$ cat src/rtl/rom_loader_pkg.sv
// Shared types and constants for the ROM download path (rom_loader and its region decoder).
package rom_loader_pkg;

  localparam int NUM_REGIONS = 4;
  localparam int IOCTL_AW    = 25;

  typedef enum logic [1:0] {
    IDLE   = 2'd0,
    LOAD   = 2'd1,
    FINISH = 2'd2
  } state_t;

endpackage

$ cat src/rtl/rom_loader_if.sv
// MiSTer ioctl download stream as seen by a loader: master is the HPS side, slave is the loader.
interface rom_loader_if;
  import rom_loader_pkg::*;

  // ioctl_wr is a one-cycle valid strobe qualified by ioctl_download; there is no ready/backpressure,
  // so a slave must take one byte every cycle ioctl_wr is high, including back-to-back cycles.
  logic                ioctl_download;
  logic [7:0]          ioctl_index;
  logic                ioctl_wr;
  logic [IOCTL_AW-1:0] ioctl_addr;
  logic [7:0]          ioctl_dout;

  modport master (
    output ioctl_download, ioctl_index, ioctl_wr, ioctl_addr, ioctl_dout
  );

  modport slave (
    input ioctl_download, ioctl_index, ioctl_wr, ioctl_addr, ioctl_dout
  );

endinterface

$ cat src/rtl/rom_region_decode.sv
// Combinational map from a download address to a one-hot ROM region, in-range flag and region offset.
module rom_region_decode
  import rom_loader_pkg::*;
#(
  parameter int                  ADDR_W   = 16,
  parameter logic [IOCTL_AW-1:0] R0_BASE  = 25'h00000,
  parameter logic [IOCTL_AW-1:0] R1_BASE  = 25'h10000,
  parameter logic [IOCTL_AW-1:0] R2_BASE  = 25'h20000,
  parameter logic [IOCTL_AW-1:0] R3_BASE  = 25'h30000,
  parameter logic [IOCTL_AW-1:0] END_ADDR = 25'h40000
) (
  input  logic [IOCTL_AW-1:0]    addr,
  output logic [NUM_REGIONS-1:0] region_oh,
  output logic                   in_range,
  output logic [ADDR_W-1:0]      offset
);

  localparam logic [IOCTL_AW-1:0] BOUND [NUM_REGIONS+1] =
    '{R0_BASE, R1_BASE, R2_BASE, R3_BASE, END_ADDR};

  if (ADDR_W > IOCTL_AW) begin : g_bad_addr_w
    $error("rom_region_decode: ADDR_W wider than the ioctl address");
  end

  for (genvar g = 0; g < NUM_REGIONS; g++) begin : g_chk
    if ((BOUND[g+1] < BOUND[g]) ||
        ({1'b0, BOUND[g+1] - BOUND[g]} > (26'd1 << ADDR_W))) begin : g_bad
      $error("rom_region_decode: region %0d unordered or larger than 2^ADDR_W", g);
    end
  end

  logic [NUM_REGIONS:0] ge;

  // {a,1} > {b,0} is a >= b without a constant-zero comparison when a base is 0.
  always_comb begin
    ge        = '0;
    region_oh = '0;
    offset    = '0;
    for (int k = 0; k <= NUM_REGIONS; k++) begin
      ge[k] = ({addr, 1'b1} > {BOUND[k], 1'b0});
    end
    for (int i = 0; i < NUM_REGIONS; i++) begin
      if (ge[i] && !ge[i+1]) begin
        region_oh[i] = 1'b1;
        offset       = addr[ADDR_W-1:0] - BOUND[i][ADDR_W-1:0];
      end
    end
  end

  assign in_range = |region_oh;

endmodule

$ cat src/rtl/rom_loader.sv
// Write side of the ROM download path: splits one ioctl download index into four region load ports.
// Optional ROM_LOADER_CSUM_EN adds a running byte sum (csum/csum_ok) that also gates rom_ready.
module rom_loader
  import rom_loader_pkg::*;
#(
  parameter int                  ADDR_W      = 16,
  parameter logic [7:0]          ROM_INDEX   = 8'd0,
  parameter logic [IOCTL_AW-1:0] R0_BASE     = 25'h00000,
  parameter logic [IOCTL_AW-1:0] R1_BASE     = 25'h10000,
  parameter logic [IOCTL_AW-1:0] R2_BASE     = 25'h20000,
  parameter logic [IOCTL_AW-1:0] R3_BASE     = 25'h30000,
`ifdef ROM_LOADER_CSUM_EN
  parameter logic [15:0]         EXPECT_CSUM = 16'h0000,
`endif
  parameter logic [IOCTL_AW-1:0] END_ADDR    = 25'h40000
) (
  input  logic                   clk,
  input  logic                   reset,
  rom_loader_if.slave            io,
  output logic [ADDR_W-1:0]      rom_addr,
  output logic [7:0]             rom_data,
  output logic [NUM_REGIONS-1:0] rom_we,
  output logic                   rom_ready,
  output logic                   load_done,
  output logic                   load_err,
  output logic [IOCTL_AW-1:0]    bytes_loaded,
`ifdef ROM_LOADER_CSUM_EN
  output logic [15:0]            csum,
  output logic                   csum_ok,
`endif
  output state_t                 dbg_state
);

  localparam logic [IOCTL_AW-1:0] CNT_MAX = '1;

  state_t                   state, state_nxt;
  logic                     blocked;
  logic                     match, accept, entry;
  logic [NUM_REGIONS-1:0]   region_oh;
  logic                     in_range;
  logic [ADDR_W-1:0]        offset;
  logic [IOCTL_AW-1:0]      cnt_base;

  rom_region_decode #(
    .ADDR_W   (ADDR_W),
    .R0_BASE  (R0_BASE),
    .R1_BASE  (R1_BASE),
    .R2_BASE  (R2_BASE),
    .R3_BASE  (R3_BASE),
    .END_ADDR (END_ADDR)
  ) u_decode (
    .addr      (io.ioctl_addr),
    .region_oh (region_oh),
    .in_range  (in_range),
    .offset    (offset)
  );

  // blocked discards the tail of a download that was cut by reset until ioctl_download drops.
  assign match     = io.ioctl_download & (io.ioctl_index == ROM_INDEX) & ~blocked;
  assign accept    = match & io.ioctl_wr & (state != FINISH);
  assign entry     = (state == IDLE) & match;
  assign cnt_base  = entry ? '0 : bytes_loaded;
  assign load_done = (state == FINISH);
  assign dbg_state = state;

  always_ff @(posedge clk) begin
    if (reset) state <= IDLE;
    else       state <= state_nxt;
  end

  always_comb begin
    state_nxt = state;
    case (state)
      IDLE:    if (match)  state_nxt = LOAD;
      LOAD:    if (!match) state_nxt = FINISH;
      FINISH:  state_nxt = IDLE;
      default: state_nxt = IDLE;
    endcase
  end

  // The entry cycle both clears the status and may carry a byte, so counters start from cnt_base.
  always_ff @(posedge clk) begin
    if (reset) begin
      rom_addr     <= '0;
      rom_data     <= '0;
      rom_we       <= '0;
      rom_ready    <= 1'b0;
      load_err     <= 1'b0;
      bytes_loaded <= '0;
      blocked      <= io.ioctl_download;
    end else begin
      rom_we <= '0;
      if (!io.ioctl_download) blocked <= 1'b0;
      if (entry) begin
        load_err     <= 1'b0;
        rom_ready    <= 1'b0;
        bytes_loaded <= '0;
      end
      if (accept) begin
        if (in_range) begin
          rom_we       <= region_oh;
          rom_addr     <= offset;
          rom_data     <= io.ioctl_dout;
          bytes_loaded <= (cnt_base == CNT_MAX) ? cnt_base : cnt_base + 1'b1;
        end else begin
          load_err <= 1'b1;
        end
      end
      if (state == FINISH) begin
`ifdef ROM_LOADER_CSUM_EN
        rom_ready <= !load_err && (csum == EXPECT_CSUM);
`else
        rom_ready <= !load_err;
`endif
      end
    end
  end

`ifdef ROM_LOADER_CSUM_EN
  logic [15:0] csum_base;
  assign csum_base = entry ? 16'h0000 : csum;

  always_ff @(posedge clk) begin
    if (reset) begin
      csum    <= '0;
      csum_ok <= 1'b0;
    end else begin
      if (entry) begin
        csum    <= '0;
        csum_ok <= 1'b0;
      end
      if (accept && in_range) csum <= csum_base + {8'h00, io.ioctl_dout};
      if (state == FINISH)    csum_ok <= (csum == EXPECT_CSUM);
    end
  end
`endif

endmodule

$ cat src/flat_wrapper.sv
// flat-port wrapper written by rule: the top's interface ports become plain ports
module rom_loader_flat import rom_loader_pkg::*;
#(
  parameter int                  ADDR_W      = 16,
  parameter logic [7:0]          ROM_INDEX   = 8'd0,
  parameter logic [IOCTL_AW-1:0] R0_BASE     = 25'h00000,
  parameter logic [IOCTL_AW-1:0] R1_BASE     = 25'h10000,
  parameter logic [IOCTL_AW-1:0] R2_BASE     = 25'h20000,
  parameter logic [IOCTL_AW-1:0] R3_BASE     = 25'h30000,

  parameter logic [IOCTL_AW-1:0] END_ADDR    = 25'h40000
)
  (clk, reset, rom_addr, rom_data, rom_we, rom_ready, load_done, load_err, bytes_loaded, dbg_state, io_ioctl_download, io_ioctl_index, io_ioctl_wr, io_ioctl_addr, io_ioctl_dout);
  rom_loader_if io_i ();
  input  logic clk;
  input  logic reset;
  output logic [ADDR_W-1:0] rom_addr;
  output logic [7:0] rom_data;
  output logic [NUM_REGIONS-1:0] rom_we;
  output logic rom_ready;
  output logic load_done;
  output logic load_err;
  output logic [IOCTL_AW-1:0] bytes_loaded;
  output state_t dbg_state;
  input wire logic [$bits(io_i.ioctl_download)-1:0] io_ioctl_download;
  input wire logic [$bits(io_i.ioctl_index)-1:0] io_ioctl_index;
  input wire logic [$bits(io_i.ioctl_wr)-1:0] io_ioctl_wr;
  input wire logic [$bits(io_i.ioctl_addr)-1:0] io_ioctl_addr;
  input wire logic [$bits(io_i.ioctl_dout)-1:0] io_ioctl_dout;
  assign io_i.ioctl_download = io_ioctl_download;
  assign io_i.ioctl_index = io_ioctl_index;
  assign io_i.ioctl_wr = io_ioctl_wr;
  assign io_i.ioctl_addr = io_ioctl_addr;
  assign io_i.ioctl_dout = io_ioctl_dout;
  rom_loader #(.ADDR_W(ADDR_W), .ROM_INDEX(ROM_INDEX), .R0_BASE(R0_BASE), .R1_BASE(R1_BASE), .R2_BASE(R2_BASE), .R3_BASE(R3_BASE), .END_ADDR(END_ADDR)) u_core (.clk(clk), .reset(reset), .io(io_i), .rom_addr(rom_addr), .rom_data(rom_data), .rom_we(rom_we), .rom_ready(rom_ready), .load_done(load_done), .load_err(load_err), .bytes_loaded(bytes_loaded), .dbg_state(dbg_state));
endmodule
$ cat config.mk
export PLATFORM = sky130hd
export DESIGN_NAME = rom_loader_flat
export DESIGN_NICKNAME = d
export VERILOG_FILES = /design/src/rtl/rom_loader_pkg.sv /design/src/rtl/rom_loader_if.sv /design/src/rtl/rom_region_decode.sv /design/src/rtl/rom_loader.sv /design/src/flat_wrapper.sv
export SDC_FILE = /design/constraint.sdc
export NUM_CORES = 1
export LEC_CHECK = 0
export CORE_MARGIN = 2
export CORE_UTILIZATION = 45
export CTS_CLUSTER_SIZE = 8
export DETAILED_ROUTE_END_ITERATION = 6
export GPL_TIMING_DRIVEN = 1
export PLACE_DENSITY = 0.82
export SLEW_MARGIN = 15
export SYNTH_ARGS = -nofsm -noshare
export SYNTH_HDL_FRONTEND = slang
export SYNTH_SLANG_ARGS = --single-unit
$ cat constraint.sdc
create_clock -name clk -period 6.2 [get_ports clk]
set_input_delay 0.62 -clock clk [delete_from_list [all_inputs] [get_ports clk]]
set_output_delay 0.62 -clock clk [all_outputs]
set_load 0.1 [all_outputs]
==> reports/qor.yml <==
run_status:
  status: "finished, final reports clean"
timing:
  min_period_over_period_pct: 61.6
  rsz0062_at_grt: "false"
  setup_ws_ns: 2.38
  tns_ns: 0
  clock_skew_ns: 0.00686
  slew_viol_final: 0
  maxSlewHeadroom_pct: 32.8
  period_needed_ns: 3.82
  final-setup-viol-count: 0
  final_hold_viol_count: 0
  worst_pin_slew_ns: 1.01
  fmax_ghz: 0.262
worst_hold_path:
  min_to: "u_core.rom_data[1]"
  hold_depth: 2
  hold_path_class: "flip-flop to flip-flop"
  holdCritStartpoint: "u_core.rom_data[1]"
layout:
  final_core_util_pct: 70.1
  final_common_cell: "clkdlybuf4s50_1"
  fin_area_mm2: 0.00391
  mostFrequentLayoutCells: "clkdlybuf4s50_1 (102), nand2_1 (65), dfxtp_1 (57)"
  regArea_mm2: 0.00117
  final_nets: 456
  area_growth_pct: 48.1
  multi_input_area_mm2: 0.00139
  drive_above_1_share_pct: 8.21
  fill_cells: 431
  diodes: 0
route:
  drc: 0
  vias: 2775
  final_antenna_net_count: 0
  routed_wl_mm: 7.31
  dr.pass1.iters: 4
  drtIter0Drc: 225
  wl_per_cell_um: 15.0
  via_per_inst: 5.71
synth:
  synthTopCellsByArea: "dfxtp_1 (43%), nand2_1 (9.3%), a21oi_1 (8.7%), o31ai_1 (2.6%), or4_1 (2.6%)"
  synth.cell_area_mm2: 0.00264
  synthesis.nets: 357
  synth_top_family_by_area: "simple AND/OR/NAND/NOR gates"
  yosysTopAreaCellShare_pct: 43.3
  synthAdderAreaFrac_pct: 0.474
  syn-mean-instance-area_um2: 8.48
  synth_compound_area_share_pct: 18.6
  async_reset_ff_share_pct: 0
  synth_largest_area_cell: "dfxtp_1"
  yosysWarnings: 0
  synth_ff_type: "dfxtp_1"
  yosys-mux-area-fraction_pct: 0.854
  synth_edf_count: 1
  synth.distinct_cells: 49
  netlist_instances: 311
  synth_seq_area_share_pct: 44.4
  synth_xor_xnor_area_share_pct: 0.332
  synth_seq_cells: 58
  synth-simple-area-share_pct: 32.2
grt:
  grt_pass1_wl_mm: 11.6
  overflow: 0
  grt_pass1_vias: 2517
  antenna_found_initial: 0
  grt_max_degree: 35
  grt.total_usage_pct: 23.2
worst_setup_path:
  rr_endpoint: "u_core.bytes_loaded[18]"
  r2r_slack_ns: 2.68
  r2r-start: "u_core.blocked"
  path_max_fanout: 15
  cpLargestDelayFamily: "simple AND/OR/NAND/NOR gates"
  end_kind: "flip-flop"
  crit_path_start_kind: "input port"
  crit_chain: "clkdlybuf4s50_1, nor4b_4, nand4_1, and2_1, ha_1, nand2_1, nor4_1, and4_1, or4_1, a21oi_1"
  crit_arrival_ns: 4.08
  cp_data_required_time_ns: 6.45
  cpPeakStageDelay_ns: 0.54
  worst-path-buf-inv: 1
  reg2reg_depth: 9
  critPathKind: "input port to flip-flop"
  critPathSlowestCell: "clkdlybuf4s50_1"
die:
  row_count: 27
  dieArea_mm2: 0.00649
  die_w_um: 80.6
  coreArea_mm2: 0.00557
  start_util_pct: 47.3
  die_y_um: 80.6
  design.portCount: 103
clocking:
  cts.htree.levels: 3
  cts_setup_buffers: 0
  cts_tree: "built"
  cts-resized-gates: 0
  clockBufferDepth: 2
  cts_buffers: 9
  clock_latency_ns: 0.34
  postCtsHoldBufs: 0
  cts-root-buf: "clkbuf_8"
  clk_pin_slew_worst_paths_ns: 0.06
  cts.sinks: 58
power_and_ir_drop:
  power_w: 0.000780
  power_switching_w: 0.000163
  switching_share_pct: 20.8
  p_per_area_mw_per_mm2: 200
  ir_worst_vdd_mv: 0.144
  p_int_w: 0.000618
  p_clk_share_pct: 46.3
  leakage_nw: 1.27
  seqPwrFrac_pct: 48.1
  comb_power_share_pct: 5.6
place:
  port_buffers: 102
  dpl.hpwl_mm: 5.09
  placedInstanceArea_mm2: 0.00370
  pre_cts_ws_ns: 2.25
  place_congestion: 0.807
job:
  drv_cap: 0
==> sequential cells by signal, indices dropped and copies added, names as in the netlist <==
register,flops
u_core.rom_data,8
u_core.bytes_loaded,25
u_core.rom_addr,16
u_core.rom_we,4
u_core.blocked,1
u_core.dbg_state,2
u_core.rom_ready,1
u_core.load_err,1
==> cells by family (layout without fill, tap and decap cells) <==
family | after synthesis | in the layout
muxes | 2 | 2
DFF | 58 | 58
and+or+nand+nor | 152 | 152
buffers and inverters | 20 | 123
adders and majority gates | 1 | 1
xor gates and xnor gates | 1 | 1
AOI/OAI and AO/OA | 77 | 77
==> layer usage <==
metal	vias up	part of all wire, %	track usage [%]
li1	1345	-	-
met1	1307	42	29.2
met2	108	46	34.9
met3	15	9.0	8.20
met4	0	2.4	11.5
met5	-	0	0
==> cells in the mapped netlist, drive strengths merged (5+ instances only) <==
cell type and instances:
nand2 65, dfxtp 57, a21oi 46, clkbuf 13, nand3 13, nor2 13
or4 11, nand4 9, o31ai 9, and3 7, nor3 7, or3 7
o21ai 5
==> metrics by stage <==
step / hold slack, ns / cells
after floorplan: 0.610 / 311
after global placement: 0.437 / 471
after detailed placement: 0.445 / 471
after CTS: 0.452 / 486
after global routing: 0.464 / 486
final: 0.449 / 486
==> power by group through the flow <==
stage               clock (W)  combinational (W)  sequential, W
CTS                  0.000363          0.0000434       0.000375
detailed placement          0          0.0000431       0.000383
finish               0.000361          0.0000435       0.000375
floorplan                   0          0.0000103       0.000383
global route         0.000382          0.0000462       0.000375
global placement            0          0.0000424       0.000383
==> worst max-delay path by stage <==
| stage | slack [ns] | startpoint | endpoint | cells past startpoint |
|---|---|---|---|---|
| 3_3_place_gp | 2.36 | io_ioctl_index[5] | u_core.bytes_loaded[7] | 10 |
| 6_report | 2.38 | io_ioctl_download | u_core.bytes_loaded[18] | 10 |
| 5_1_grt | 2.21 | io_ioctl_download | u_core.bytes_loaded[18] | 10 |
| 2_1_floorplan | 2.62 | u_core.dbg_state[0] | u_core.bytes_loaded[20] | 10 |
| 3_5_place_dp | 2.25 | io_ioctl_index[1] | u_core.bytes_loaded[18] | 10 |
| 4_1_cts | 2.45 | io_ioctl_download | u_core.bytes_loaded[18] | 10 |
==> cell type report <==
cell class,count,share of cell area (%)
Clock inverter,2,0.897
Sequential cell,58,30.0
Timing Repair Buffer,104,26.5
Multi-Input combinational cell,233,35.6
Inverter,4,0.384
Tap cell,72,2.31
Clock buffer,13,4.32
==> worst reg2reg max path, cell delays in order, from the launching register on <==
cell      delay [ns]
edfxtp_1        0.45
nor4b_4         0.52
nand4_1         0.51
and2_1          0.39
ha_1            0.23
nand2_1         0.16
nor4_1          0.12
and4_1          0.37
or4_1           0.54
a21oi_1         0.16
(Power assumes the default switching activity.)
